### src/rtl/segasys1_hs_pkg.sv
// Shared types for the SYSTEM1 hiscore engine: FSM states, range-table entry
// and the main-RAM decode constant.
package segasys1_hs_pkg;

    typedef enum logic [2:0] {
        ST_IDLE,
        ST_PAUSE,
        ST_SEEK,
        ST_S_RD,
        ST_S_WR,
        ST_R_RD,
        ST_R_WR,
        ST_FIN
    } hs_state_e;

    typedef struct packed {
        logic [15:0] start;
        logic [8:0]  len;
    } rng_entry_t;

    // Upper address nibble of the SYSTEM1 main work RAM (0xC000-0xCFFF)
    localparam logic [3:0] HS_MAIN_RAM_HI = 4'b1100;

    function automatic logic entry_en(input rng_entry_t e);
        return e.len != '0;
    endfunction

endpackage

### src/rtl/segasys1_hs_table.sv
// Range table for the hiscore engine: NRANGE config-written entries and a
// search for the lowest-indexed enabled entry at or above a start index.
module segasys1_hs_table
    import segasys1_hs_pkg::*;
#(
    parameter int NRANGE = 4,
    localparam int IW = $clog2(NRANGE)
) (
    input  logic          clk48M,
    input  logic          reset,
    input  logic          we,
    input  logic [IW-1:0] idx,
    input  rng_entry_t    wr_ent,
    input  logic [IW:0]   from,
    output logic          found,
    output logic [IW-1:0] found_idx,
    output rng_entry_t    found_ent
);

    rng_entry_t ents [NRANGE];

    always_ff @(posedge clk48M or posedge reset) begin
        if (reset) begin
            for (int i = 0; i < NRANGE; i++) ents[i] <= '0;
        end else if (we) begin
            ents[idx] <= wr_ent;
        end
    end

    // Scan high to low so the last hit is the lowest qualifying index
    always_comb begin
        found     = 1'b0;
        found_idx = '0;
        found_ent = '0;
        for (int i = NRANGE - 1; i >= 0; i--) begin
            if (entry_en(ents[i]) && (i >= int'(from))) begin
                found     = 1'b1;
                found_idx = IW'(i);
                found_ent = ents[i];
            end
        end
    end

endmodule

### src/rtl/segasys1_hiscore_engine.sv
// Hiscore port initiator: pauses the game, then copies the configured game-RAM
// ranges to NVRAM (save) or back from NVRAM (restore), byte by byte.
module segasys1_hiscore_engine
    import segasys1_hs_pkg::*;
#(
    parameter int NRANGE    = 4,
    parameter int NV_AW     = 10,
    parameter int RD_LAT    = 2,
    parameter int PAUSE_CYC = 16,
    localparam int IW = $clog2(NRANGE)
) (
    input  logic             clk48M,
    input  logic             reset,
    input  logic             cfg_we,
    input  logic [IW-1:0]    cfg_idx,
    input  logic [15:0]      cfg_start,
    input  logic [8:0]       cfg_len,
    input  logic             start_save,
    input  logic             start_rest,
    output logic             PAUSE_N,
    output logic [15:0]      HSAD,
    output logic [7:0]       HSDI,
    output logic             HSWE,
    input  logic [7:0]       HSDO,
    output logic [NV_AW-1:0] nv_ad,
    output logic [7:0]       nv_dout,
    output logic             nv_we,
    input  logic [7:0]       nv_din,
    output logic             busy,
    output logic             done,
    output logic             ovf
);

    localparam int PC_W = $clog2(PAUSE_CYC + 1);
    localparam int WC_W = $clog2(RD_LAT + 1);
    localparam logic [NV_AW-1:0] NV_MAX = '1;

    hs_state_e        state, state_nxt;
    logic             mode_save;
    logic [PC_W-1:0]  pause_cnt;
    logic [WC_W-1:0]  wait_cnt;
    logic [15:0]      hsad_q;
    logic [NV_AW-1:0] nv_ad_q;
    logic [8:0]       cnt;
    logic [IW:0]      nxt_idx;
    logic             nv_end;
    logic             ovf_q;

    logic             srch_found;
    logic [IW-1:0]    srch_idx;
    rng_entry_t       srch_ent;

    wire start_any = start_save | start_rest;
    wire last_nv   = (nv_ad_q == NV_MAX);
    wire last_byte = (cnt == 9'd1);

    segasys1_hs_table #(.NRANGE(NRANGE)) u_table (
        .clk48M    (clk48M),
        .reset     (reset),
        .we        (cfg_we && (state == ST_IDLE)),
        .idx       (cfg_idx),
        .wr_ent    ('{start: cfg_start, len: cfg_len}),
        .from      (nxt_idx),
        .found     (srch_found),
        .found_idx (srch_idx),
        .found_ent (srch_ent)
    );

    always_ff @(posedge clk48M or posedge reset) begin
        if (reset) state <= ST_IDLE;
        else       state <= state_nxt;
    end

    always_comb begin
        state_nxt = state;
        unique case (state)
            ST_IDLE:  if (start_any) state_nxt = ST_PAUSE;
            ST_PAUSE: if (pause_cnt == PC_W'(PAUSE_CYC - 1)) state_nxt = ST_SEEK;
            ST_SEEK: begin
                // A further enabled range after the last NVRAM byte is an overflow
                if (!srch_found || nv_end) state_nxt = ST_FIN;
                else                       state_nxt = mode_save ? ST_S_RD : ST_R_RD;
            end
            ST_S_RD:  if (wait_cnt == WC_W'(RD_LAT - 1)) state_nxt = ST_S_WR;
            ST_S_WR: begin
                if (last_nv && !last_byte) state_nxt = ST_FIN;
                else if (last_byte)        state_nxt = ST_SEEK;
                else                       state_nxt = ST_S_RD;
            end
            ST_R_RD:  state_nxt = ST_R_WR;
            ST_R_WR: begin
                if (last_nv && !last_byte) state_nxt = ST_FIN;
                else if (last_byte)        state_nxt = ST_SEEK;
                else                       state_nxt = ST_R_RD;
            end
            ST_FIN:   state_nxt = ST_IDLE;
            default:  state_nxt = ST_IDLE;
        endcase
    end

    always_comb begin
        PAUSE_N = (state == ST_IDLE) || (state == ST_FIN);
        busy    = !PAUSE_N;
        done    = (state == ST_FIN);
        nv_we   = (state == ST_S_WR);
        nv_dout = nv_we ? HSDO : 8'h00;
        HSWE    = (state == ST_R_WR);
        HSDI    = HSWE ? nv_din : 8'h00;
        HSAD    = hsad_q;
        nv_ad   = nv_ad_q;
        ovf     = ovf_q;
    end

    always_ff @(posedge clk48M or posedge reset) begin
        if (reset) begin
            mode_save <= 1'b0;
            pause_cnt <= '0;
            wait_cnt  <= '0;
            hsad_q    <= '0;
            nv_ad_q   <= '0;
            cnt       <= '0;
            nxt_idx   <= '0;
            nv_end    <= 1'b0;
            ovf_q     <= 1'b0;
        end else begin
            unique case (state)
                ST_IDLE: begin
                    if (start_any) begin
                        mode_save <= start_save;
                        pause_cnt <= '0;
                        nv_ad_q   <= '0;
                        nxt_idx   <= '0;
                        nv_end    <= 1'b0;
                        ovf_q     <= 1'b0;
                    end
                end
                ST_PAUSE: pause_cnt <= pause_cnt + 1'b1;
                ST_SEEK: begin
                    if (srch_found) begin
                        if (nv_end) begin
                            ovf_q <= 1'b1;
                        end else begin
                            hsad_q   <= srch_ent.start;
                            cnt      <= srch_ent.len;
                            nxt_idx  <= {1'b0, srch_idx} + 1'b1;
                            wait_cnt <= '0;
                        end
                    end
                end
                ST_S_RD: wait_cnt <= wait_cnt + 1'b1;
                ST_S_WR, ST_R_WR: begin
                    hsad_q   <= hsad_q + 16'd1;
                    nv_ad_q  <= nv_ad_q + 1'b1;
                    cnt      <= cnt - 9'd1;
                    wait_cnt <= '0;
                    if (last_nv) begin
                        nv_end <= 1'b1;
                        if (!last_byte) ovf_q <= 1'b1;
                    end
                end
                default: ;
            endcase
        end
    end

endmodule

### config.mk
export PLATFORM = sky130hd
export DESIGN_NAME = segasys1_hiscore_engine
export DESIGN_NICKNAME = d
export VERILOG_FILES = /design/src/rtl/segasys1_hs_pkg.sv /design/src/rtl/segasys1_hs_table.sv /design/src/rtl/segasys1_hiscore_engine.sv
export SDC_FILE = /design/constraint.sdc
export NUM_CORES = 1
export LEC_CHECK = 0
export ABC_AREA = 1
export CORE_MARGIN = 2
export CORE_UTILIZATION = 29
export DETAILED_ROUTE_END_ITERATION = 10
export GPL_ROUTABILITY_DRIVEN = 0
export PLACE_DENSITY = 0.47
export SETUP_SLACK_MARGIN = 0.4
export SLEW_MARGIN = 20
export SYNTH_ARGS = -nofsm -noshare
export SYNTH_HDL_FRONTEND = slang
export SYNTH_SLANG_ARGS = --single-unit
### constraint.sdc
create_clock -name clk48M -period 5.5 [get_ports clk48M]
set_clock_uncertainty 0.1 [all_clocks]
set_input_delay 0.55 -clock clk48M [delete_from_list [all_inputs] [get_ports clk48M]]
set_output_delay 0.55 -clock clk48M [all_outputs]
set_load 0.005 [all_outputs]
==> summary.md, run 1 <==
| Metric | Value |
|---|---|
| Worst setup slack after layout | 2.69 ns |
| Synth Net Count | 1,078 |
| Buffers added on ports | 95 |
| Critical path origin | state[0] |
| Layout Area Growth over Synthesis | 23.5% |
| Cell at the root of the clock tree | sky130_fd_sc_hd__clkbuf_16 |
| Cell accounting for the most synthesized area | sky130_fd_sc_hd__dfrtp_1 |
| RSZ-0062 raised after global routing | no |
| Arrival time reported for the critical path endpoint | 2.16 ns |
| Overall die height | 172 µm |
| Count of mapped cells out of synthesis | 1,022 |
| Max FO, Critical Path | 9 |
| Share of synthesized cell area in full adder, half adder and majority cells | 1.22% |
| Slowest Stage Delay on Critical Path | 0.51 ns |
| Required time worst endpoint | 4.85 ns |
| Combinational family with the most area after synthesis | simple AND/OR/NAND/NOR gates |
| Endpoint of the worst register-to-register path | cnt[7] |
| CTS tree | built |
| Final setup violation count | 0 |
| Path type of the worst min-delay path | register to register |
| Clock latency at the later pin of the worst-skew pair | 0.44 ns |
| First-iteration detailed-routing DRC count | 373 |
| Number of nets with antenna violations after routing | 0 |
| Via-to-Cell Ratio | 4.52 |
| Cells along the critical path | nor3_1 -> inv_2 -> nor2_1 -> clkdlybuf4s50_1 |
| GR Overflow Total | 0 |
| Clock buffers created by TritonCTS | 17 |
| Worst VDD drop | 180 µV |
| Fraction of final layout cells with drive strength greater than 1 | 12.9% |
| Pin count of the biggest net entering global routing | 73 |
| R2R cell count | 12 |
| Global-route wire length before repair | 36,000 µm |
| Sequential element share of the synthesized area | 46.2% |
| HPWL after detailed placement | 15,400 µm |
| Synthesized-area fraction occupied by and/or/nand/nor cells | 25.0% |
| Xor/xnor share of the synthesized area | 0.535% |
| CP max stage cell | sky130_fd_sc_hd__clkdlybuf4s50_1 |
| Diodes inserted | 0 |
| Resized Gates After CTS | 0 |
| Ratio of final minimum period to clock period | 51.1% |
| Final count of hold timing violations | 0 |
| Final critical delay including setup and external delays | 2.81 ns |
| Horizontal extent of the die | 172 µm |
| Drt wl/cell | 15.0 µm |
| EDFF count, synth | 0 |
| Post-CTS Repair Setup Buffers | 0 |
| Clock transition at the registers of the reported paths | 0.07 ns |
| Syn Std Cell Area | 8180 µm² |
| Complex-gate fraction of the synthesized area | 8.66% |
| Final net count | 1,168 |
| Count of cell types in the netlist | 41 |
| Leakage power figure | 5.03 nW |
| Count of fill cells added during filler insertion | 2,917 |
| Post-route DRC violation count | 0 |
| Post-synthesis sequential element count | 151 |
| Boundary pin count | 96 |
| Area fraction of the dominant cell type after synthesis | 46.2% |
| Overall routing resource usage | 15.9% |
| Most common flop cell mapped by yosys | sky130_fd_sc_hd__dfrtp_1 |
| Max-capacitance violation count | 0 |
| Reg-to-reg slack, setup | 2.85 ns |
| CTS Hold Buffers Added | 0 |
| Total negative slack for setup checks | 0 ns |
| Site Rows | 61 |
| Reg2reg start | nxt_idx[2] |
| Vias | 6,785 |
| Pre-CTS setup slack | 2.76 ns |
| Area contributors post-synth | sky130_fd_sc_hd__dfrtp_1 46%, sky130_fd_sc_hd__nand2_1 14%, sky130_fd_sc_hd__mux2_2 9.5%, sky130_fd_sc_hd__inv_1 5.7%, sky130_fd_sc_hd__o21ai_0 5.5% |
| Status | complete, no violations |
| Achievable frequency | 356 MHz |
| CTS Sinks | 151 |
| Most repeated cell in the gate-level netlist after synthesis | sky130_fd_sc_hd__nand2_1 |
| Top post-synthesis cells by count | 310 x sky130_fd_sc_hd__nand2_1, 151 x sky130_fd_sc_hd__dfrtp_1, 124 x sky130_fd_sc_hd__inv_1, 90 x sky130_fd_sc_hd__o21ai_0, 83 x sky130_fd_sc_hd__nor2_1 |
| Share of synthesized area spent on multiplexers | 9.91% |
| Maximum number of buffers from clock root to sink | 2 |
| Die ar. | 29,600 µm² |
| CTS H-tree lvls | 4 |
| Total Wirelength | 22,500 µm |
| Yosys warning total | 0 |
| End point of the critical path | HSDI[6] |
| Asr flop ratio synth | 100% |
| Starting utilization of the core area | 29.4% |
| Transition time at the pin with the least slew margin | 0.733 ns |
| Vias in the first global route | 6,611 |
| Number of slew-limit violations in the final report | 0 |
| Worst Path Class, Setup | register to output port |
| Category of the worst setup path launch point | register |
| First-pass iteration count of the detailed router | 5 |
| Core area | 27,800 µm² |
| Power density normalized to cell area | 234 nW/µm² |
| Endpoint class of the critical path | output port |
| Avg Synthesized Cell Area | 8.00 µm² |
| Worst slew margin relative to its limit | 51.2% |
| Number of antenna violations at the first check in global routing | 0 |
[worst max-delay path: cells and delay by family (launching register included)]
kind          cells  cell delay (ns)
simple gates      2             0.56
flops             1             0.49
buf+inv           2             0.68
[how the worst min path moves through the flow]
stage                     start          endpoint  cells after the start
2_1_floorplan       wait_cnt[1]       wait_cnt[1]                      2
3_3_place_gp   u_table.ents[10]  u_table.ents[10]                      1
3_5_place_dp   u_table.ents[10]  u_table.ents[10]                      1
4_1_cts        u_table.ents[10]  u_table.ents[10]                      1
5_1_grt             wait_cnt[0]       wait_cnt[0]                      1
6_report       u_table.ents[10]  u_table.ents[10]                      1
[final cells by class]
cell class	count	area, µm²	area share (%)
repair buffers	108	1050	10.4
inverters	131	499	4.94
flip-flops and latches	151	3780	37.4
multi-input cells	703	3720	36.8
clock inverters	13	141	1.40
well taps	378	473	4.68
clock buffers	18	439	4.35
[through the flow]
stage	hold slack (ns)	power, mW	area, µm²	utilization, %	instances
finish	0.388	2.36	10100	36.3	1502
global route	0.411	2.45	10100	36.3	1502
CTS	0.395	2.40	10100	36.3	1502
detailed placement	0.377	1.21	9520	34.3	1471
global placement	0.370	1.21	9520	34.3	1471
floorplan	0.353	1.15	8180	-	1022
[report_power, final]
| part | internal (mW) | total (mW) | switching (mW) |
|---|---|---|---|
| Combinational | 0.0319 | 0.0765 | 0.0445 |
| Clock | 0.648 | 1.17 | 0.524 |
| Sequential | 1.11 | 1.11 | 0 |
| Total | 1.79 | 2.36 | 0.568 |
[flip-flops by register name, indices dropped and copies added, names as in the netlist, 2 cells and up]
signal,flops
state,3
HSAD,16
pause_cnt,5
u_table.ents,100
nv_ad,10
nxt_idx,3
cnt,9
wait_cnt,2
[cells in the final DEF (no fill, tap or decap), drive strengths merged]
| master | count |
|---|---|
| o211ai | 1 |
| inv | 137 |
| clkbuf | 18 |
| dfrtp | 151 |
| a21boi | 1 |
| a221oi | 1 |
| nor3 | 16 |
| bufinv | 1 |
| clkdlybuf4s50 | 95 |
| o31ai | 2 |
| buf | 13 |
| nand3b | 3 |
| or2 | 5 |
| nand4 | 6 |
| clkinv | 4 |
| nand3 | 51 |
| mux2 | 72 |
| a21oi | 28 |
| o21ai | 93 |
| nand2 | 313 |
| o21bai | 2 |
| ha | 8 |
| clkinvlp | 2 |
| a31oi | 2 |
| and2 | 2 |
| xnor2 | 1 |
| a31o | 1 |
| o22ai | 2 |
| xor2 | 4 |
| nor2 | 89 |
[layer usage]
metal	routed length (µm)	vias up	GRT usage [%]
li1	-	3429	-
met1	10600	3211	20.7
met2	10800	127	27.2
met3	828	18	2.95
met4	220	0	4.02
met5	0	-	0
[logic make-up (layout without fill, tap and decap cells)]
family	count (synthesis)	count (layout)
simple gates	485	485
buf+inv	168	270
flops	151	151
compound gates	133	133
mux	72	72
fa+ha+maj	8	8
xor+xnor	5	5
Note: power is estimated with default switching activity, not from simulation.
==> run 2, diff against run 1 <==
--- a/config.mk
+++ b/config.mk
@@ -10,7 +10,7 @@
 export CORE_UTILIZATION = 29
 export DETAILED_ROUTE_END_ITERATION = 10
 export GPL_ROUTABILITY_DRIVEN = 0
-export PLACE_DENSITY = 0.47
+export PLACE_DENSITY = 0.49
 export SETUP_SLACK_MARGIN = 0.4
 export SLEW_MARGIN = 20
 export SYNTH_ARGS = -nofsm -noshare
==> constraint.sdc (replaced) <==
create_clock -name clk48M -period 2.3 [get_ports clk48M]
set_clock_uncertainty 0.1 [all_clocks]
set_input_delay 0.23 -clock clk48M [delete_from_list [all_inputs] [get_ports clk48M]]
set_output_delay 0.23 -clock clk48M [all_outputs]
set_load 0.005 [all_outputs]
==> run 2 against run 1 <==
Compared with the run above: wire length is 26% higher; largest cell class is now multi-input gates; largest power group unchanged; core utilization rose by 9.5 points; clock power rose by 130%; via count is 14% higher; critical path depth grew 6; total power rose by 140%; sequential cell count is the same; critical endpoint is now u_table.ents[40]; combinational power grew to 2.8 times the previous value.
==> summary.md, run 2 (synthesized netlist as in run 1, its figures left out) <==
| Metric | Value |
|---|---|
| Status | complete, no violations |
| Endpoint class of the critical path | register |
| Starting utilization of the core area | 29.4% |
| Core area | 27,800 µm² |
| Transition time at the pin with the least slew margin | 0.497 ns |
| GR Overflow Total | 0 |
| Worst VDD drop | 380 µV |
| Clock latency at the later pin of the worst-skew pair | 0.43 ns |
| Number of antenna violations at the first check in global routing | 0 |
| Final net count | 1,298 |
| CP max stage cell | sky130_fd_sc_hd__dfrtp_2 |
| Reg-to-reg slack, setup | 0.20 ns |
| Min Hold Slack | 0.205 ns |
| Max FO, Critical Path | 6 |
| Drt wl/cell | 17.3 µm |
| First-pass iteration count of the detailed router | 5 |
| Achievable frequency | 477 MHz |
| Cell at the root of the clock tree | sky130_fd_sc_hd__clkbuf_16 |
| Leakage power figure | 6.24 nW |
| Via-to-Cell Ratio | 4.72 |
| Boundary pin count | 96 |
| Clock buffers created by TritonCTS | 17 |
| Site Rows | 61 |
| Final count of hold timing violations | 0 |
| CTS Sinks | 151 |
| Horizontal extent of the die | 172 µm |
| Vias | 7,709 |
| Endpoint of the worst register-to-register path | u_table.ents[40] |
| Sequential cell area | 3780 µm² |
| Number of slew-limit violations in the final report | 0 |
| Final setup violation count | 0 |
| Maximum number of buffers from clock root to sink | 2 |
| CTS tree | built |
| Required time worst endpoint | 2.51 ns |
| Overall routing resource usage | 18.3% |
| Reg2reg start | state[0] |
| Diodes inserted | 0 |
| Pin count of the biggest net entering global routing | 81 |
| Most frequent cells in the layout | 243 x sky130_fd_sc_hd__nand2_1, 147 x sky130_fd_sc_hd__dfrtp_1, 109 x sky130_fd_sc_hd__inv_1 |
| Worst setup slack after layout | 0.203 ns |
| Total negative slack for setup checks | 0 ns |
| RSZ-0062 raised after global routing | yes |
| Met3 Track Usage GR | 3.36% |
| Slowest Stage Delay on Critical Path | 0.45 ns |
| Max-capacitance violation count | 0 |
| Arrival time reported for the critical path endpoint | 2.30 ns |
| Count of fill cells added during filler insertion | 2,737 |
| Fraction of final layout cells with drive strength greater than 1 | 36.4% |
| Die ar. | 29,600 µm² |
| Power density normalized to cell area | 436 nW/µm² |
| Global-route wire length before repair | 41,500 µm |
| Path type of the worst min-delay path | primary input to asynchronous set/reset pin |
| CTS H-tree lvls | 4 |
| Clock transition at the registers of the reported paths | 0.06 ns |
| Overall die height | 172 µm |
| Final critical delay including setup and external delays | 2.10 ns |
| Total Wirelength | 28,300 µm |
| Most frequent standard cell in the layout excluding fill and tap cells | sky130_fd_sc_hd__nand2_1 |
| Top Usage Layer GRT | met2 |
| Met2 routing resource usage after global routing | 30.5% |
| HPWL after detailed placement | 15,800 µm |
| Layout Area Growth over Synthesis | 55.9% |
| Overall power consumption | 5.56 mW |
| Critical path origin | state[0] |
| Pre-CTS setup slack | 0.235 ns |
| Met1 layer usage reported by global route | 24.5% |
| Buffers added on ports | 95 |
| Ratio of final minimum period to clock period | 91.2% |
| Largest register by flop count | u_table.ents |
| Vias in the first global route | 7,444 |
| Worst slew margin relative to its limit | 66.8% |
| R2R cell count | 10 |
| Worst Path Class, Setup | register to register |
| Post-route DRC violation count | 0 |
| Cells along the critical path | buf_12 -> nor2_4 -> inv_2 -> nor2_4 -> buf_6 -> nand2_8 -> nor3_4 -> buf_6 -> clkbuf_16 -> mux2_4 |
| Number of nets with antenna violations after routing | 0 |
| First-iteration detailed-routing DRC count | 471 |
| Multi-input logic area | 4700 µm² |
| Category of the worst setup path launch point | register |
| Number of flip-flops in the largest register | 100 |
==> run 2: layout make-up <==
type / instances / area share [%]
Sequential cell: 151 / 29.7
Multi-Input combinational cell: 704 / 36.8
Tap cell: 378 / 3.71
Timing Repair inverter: 1 / 0.0589
Clock inverter: 13 / 0.933
Inverter: 131 / 4.15
Timing Repair Buffer: 236 / 21.2
Clock buffer: 18 / 3.45
==> run 2: how the worst max path moves through the flow <==
stage                             to  slack (ns)  cells past startpoint
finish              u_table.ents[40]        0.20                     10
global route                 HSDI[2]        0.10                      6
CTS                          HSDI[2]        0.21                      6
detailed placement        nxt_idx[1]        0.23                      9
global placement            HSAD[15]        0.26                     13
floorplan                    HSAD[0]        0.07                      1
==> run 2: critical path, delay by kind of cell, from the launching register on <==
| family | cells | cell delay, ns |
|---|---|---|
| buffers and inverters | 5 | 0.68 |
| DFF | 1 | 0.45 |
| muxes | 1 | 0.30 |
| and+or+nand+nor | 4 | 0.44 |
==> run 2: what timing repair did <==
item | CTS | global route
buffers inserted | 58 | 30
pin swaps | 26 | 58
endpoints found under the setup margin | 134 | 163
resized for setup | 213 | 299
gates cloned | 13 | 12
hold buffers | 0 | 0
==> run 2: stage by stage <==
step,area (µm²),cells,util [%]
2_1_floorplan,8190,1022,-
3_3_place_gp,9740,1488,35.0
3_5_place_dp,9740,1488,35.0
4_1_cts,11400,1590,41.0
5_1_grt,12700,1632,45.9
6_report,12700,1632,45.9
==> run 2: layer usage <==
layer,routed length [µm],vias to the layer above
li1,-,3709
met1,12900,3787
met2,13700,179
met3,1120,34
met5,0,-
met4,536,0
==> run 2: power by group <==
| part | total, mW | internal, mW | switching [mW] |
|---|---|---|---|
| clock network | 2.69 | 1.44 | 1.25 |
| logic | 0.211 | 0.0854 | 0.125 |
| registers | 2.65 | 2.65 | 0 |
| total | 5.56 | 4.18 | 1.38 |
==> run 3, diff against run 2 <==
--- a/config.mk
+++ b/config.mk
@@ -10,9 +10,11 @@
 export CORE_UTILIZATION = 29
 export DETAILED_ROUTE_END_ITERATION = 10
 export GPL_ROUTABILITY_DRIVEN = 0
-export PLACE_DENSITY = 0.49
+export PLACE_DENSITY = 0.48
+export REMOVE_ABC_BUFFERS = 1
 export SETUP_SLACK_MARGIN = 0.4
 export SLEW_MARGIN = 20
 export SYNTH_ARGS = -nofsm -noshare
 export SYNTH_HDL_FRONTEND = slang
+export SYNTH_HIERARCHICAL = 1
 export SYNTH_SLANG_ARGS = --single-unit
==> run 3 against run 2 <==
Compared with the run above: critical path depth increased by 4; clock power increased by 6%; global-route usage decreased by 0.71 points; first-iteration DRC count decreased by 3.2%; design area decreased by 9.5%; via count increased by 5.2%; combinational power increased to 35 times the previous value; wire length decreased by 3.7%; sequential cell count unchanged; sequential share of layout area increased by 3.1 points; largest power group is now combinational cells.
==> summary.md, run 3 <==
| Metric | Value |
|---|---|
| Complex-gate fraction of the synthesized area | 10.9% |
| Most repeated cell in the gate-level netlist after synthesis | sky130_fd_sc_hd__nand2_1 |
| Pin count of the biggest net entering global routing | 52 |
| Most frequent standard cell in the layout excluding fill and tap cells | sky130_fd_sc_hd__nand2_1 |
| Yosys warning total | 6 |
| Required time worst endpoint | 2.51 ns |
| Clock latency at the later pin of the worst-skew pair | 0.43 ns |
| Site Rows | 63 |
| Avg Synthesized Cell Area | 7.16 µm² |
| CTS Sinks | 151 |
| Min Hold Slack | 0.141 ns |
| Vias | 8,112 |
| Overall power consumption | 14.9 mW |
| Largest register by flop count | u_table/ents |
| Most frequent cells in the layout | 372 x sky130_fd_sc_hd__nand2_1, 146 x sky130_fd_sc_hd__dfrtp_1, 134 x sky130_fd_sc_hd__inv_1 |
| Maximum number of buffers from clock root to sink | 2 |
| CP max stage cell | sky130_fd_sc_hd__dfrtp_1 |
| Buffers added on ports | 95 |
| Arrival time reported for the critical path endpoint | 2.30 ns |
| Critical path origin | u_table/ents[26] |
| Transition time at the pin with the least slew margin | 0.574 ns |
| Asr flop ratio synth | 100% |
| Starting utilization of the core area | 29.3% |
| Overall routing resource usage | 17.6% |
| CTS tree | built |
| Combinational family with the most area after synthesis | simple AND/OR/NAND/NOR gates |
| Max-capacitance violation count | 0 |
| Number of flip-flops in the largest register | 100 |
| Worst VDD drop | 607 µV |
| Count of fill cells added during filler insertion | 3,090 |
| Sequential element share of the synthesized area | 43.9% |
| Die ar. | 31,100 µm² |
| Syn Std Cell Area | 8610 µm² |
| DP Area | 10,000 µm² |
| Final setup violation count | 0 |
| Endpoint class of the critical path | register |
| Buffers & Inverters on Critical Path | 4 |
| Worst slew margin relative to its limit | 61.7% |
| Cell accounting for the most synthesized area | sky130_fd_sc_hd__dfrtp_1 |
| Total negative slack for setup checks | 0 ns |
| Via-to-Cell Ratio | 4.65 |
| RSZ-0062 raised after global routing | yes |
| Top post-synthesis cells by count | 398 x sky130_fd_sc_hd__nand2_1, 151 x sky130_fd_sc_hd__dfrtp_1, 140 x sky130_fd_sc_hd__inv_1, 102 x sky130_fd_sc_hd__nand3_1, 98 x sky130_fd_sc_hd__nor2_1 |
| Total Wirelength | 27,200 µm |
| Category of cells accounting for the largest share of critical-path delay | simple AND/OR/NAND/NOR gates |
| Fraction of final layout cells with drive strength greater than 1 | 17.3% |
| Clock buffers created by TritonCTS | 17 |
| Count of cell types in the netlist | 41 |
| Number of nets with antenna violations after routing | 0 |
| Slowest Stage Delay on Critical Path | 0.38 ns |
| Sequential cell area | 3780 µm² |
| Worst setup slack after layout | 0.209 ns |
| Layout Area Growth over Synthesis | 34.0% |
| Cell at the root of the clock tree | sky130_fd_sc_hd__clkbuf_16 |
| First-iteration detailed-routing DRC count | 456 |
| Multi-input logic area | 4250 µm² |
| Horizontal extent of the die | 176 µm |
| Achievable frequency | 478 MHz |
| Power density normalized to cell area | 1290 nW/µm² |
| Reg2reg start | u_table/ents[26] |
| Diodes inserted | 0 |
| Number of antenna violations at the first check in global routing | 0 |
| Overall die height | 176 µm |
| Post-route DRC violation count | 0 |
| Final critical delay including setup and external delays | 2.09 ns |
| Number of slew-limit violations in the final report | 0 |
| Status | complete, no violations |
| Core area | 29,400 µm² |
| Count of mapped cells out of synthesis | 1,202 |
| Pre-CTS setup slack | 0.0764 ns |
| Share of synthesized cell area in full adder, half adder and majority cells | 1.16% |
| CTS Hold Buffers Added | 0 |
| CTS H-tree lvls | 4 |
| Synthesized-area fraction occupied by and/or/nand/nor cells | 32.3% |
| EDFF count, synth | 0 |
| Final net count | 1,398 |
| Max FO, Critical Path | 5 |
| Drt wl/cell | 15.6 µm |
| HPWL after detailed placement | 17,600 µm |
| Area contributors post-synth | sky130_fd_sc_hd__dfrtp_1 44%, sky130_fd_sc_hd__nand2_1 17%, sky130_fd_sc_hd__inv_1 6.1%, sky130_fd_sc_hd__nand3_1 5.9%, sky130_fd_sc_hd__o21ai_1 4.5% |
| GR Overflow Total | 0 |
| Post-layout instance area | 11,500 µm² |
| Xor/xnor share of the synthesized area | 1.02% |
| Most common flop cell mapped by yosys | sky130_fd_sc_hd__dfrtp_1 |
| Path type of the worst min-delay path | primary input to asynchronous set/reset pin |
| Final count of hold timing violations | 0 |
| Category of the worst setup path launch point | register |
| Cells along the critical path | or2_1 -> nor2_1 -> nand2_2 -> a21oi_2 -> nand3_2 -> inv_2 -> buf_4 -> buf_4 -> buf_6 -> nand3_4 -> nand2_4 -> nor2_4 -> nand2_1 -> nand2_1 |
| Ratio of final minimum period to clock period | 90.9% |
| Share of synthesized area spent on multiplexers | 0% |
| Worst Path Class, Setup | register to register |
| Global-route wire length before repair | 42,700 µm |
| First-pass iteration count of the detailed router | 6 |
| Clock transition at the registers of the reported paths | 0.06 ns |
| Area fraction of the dominant cell type after synthesis | 43.9% |
| Leakage power figure | 6.02 nW |
| Boundary pin count | 96 |
| Vias in the first global route | 7,623 |
| Post-synthesis sequential element count | 151 |
-- run 3: worst paths after layout --
path,slack (ns),to,cells past startpoint
setup / recovery,0.21,nxt_idx[0],14
hold / removal,0.14,u_table/ents[49],2
setup reg to reg,0.21,nxt_idx[0],14
hold reg to reg,0.38,cnt[6],2
max in group asynchronous,1.37,u_table/ents[4],3
min in group clk48M,0.30,u_table/ents[71],3
-- run 3: stage by stage --
stage,std cells,utilization (%)
floorplan,1149,-
CTS,1727,38.2
finish,1745,39.2
global placement,1663,34.2
detailed placement,1663,34.2
global route,1745,39.2
-- run 3: metal layers --
layer,global-route usage (%),part of all wire (%),wire [µm]
met5,0,0,0
met4,3.72,0.78,213
met3,2.41,3.7,994
met2,28.9,48,13000
met1,24.9,48,13000
-- run 3: where the power goes --
group | internal (mW) | switching (mW) | total, mW
clock | 1.65 | 1.21 | 2.86
sequential | 3.71 | 0.843 | 4.56
combinational | 3.02 | 4.43 | 7.45
total | 8.38 | 6.48 | 14.9
-- run 3: repair_timing --
action / CTS / global route
setup buffers: 26 / 15
endpoints found under the hold margin: 0 / 0
cloned: 6 / 3
resized for setup: 84 / 65
pin swaps: 28 / 21
setup endpoints to repair: 151 / 163
-- run 3: cells by family (layout without fill, tap and decap cells) --
| logic type | after synthesis | count (layout) |
|---|---|---|
| fa+ha+maj | 8 | 8 |
| simple gates | 648 | 652 |
| flops | 151 | 151 |
| buf+inv | 211 | 360 |
| xor+xnor | 10 | 10 |
| compound gates | 174 | 174 |
-- run 3: final cells by class --
type	count	area share, %
multi-input combinational	844	36.9
sequential	151	32.8
timing repair buffer	167	15.3
inverter	158	5.38
tap	390	4.23
clock buffer	20	3.87
clock inverter	12	1.25
timing repair inverter	3	0.336
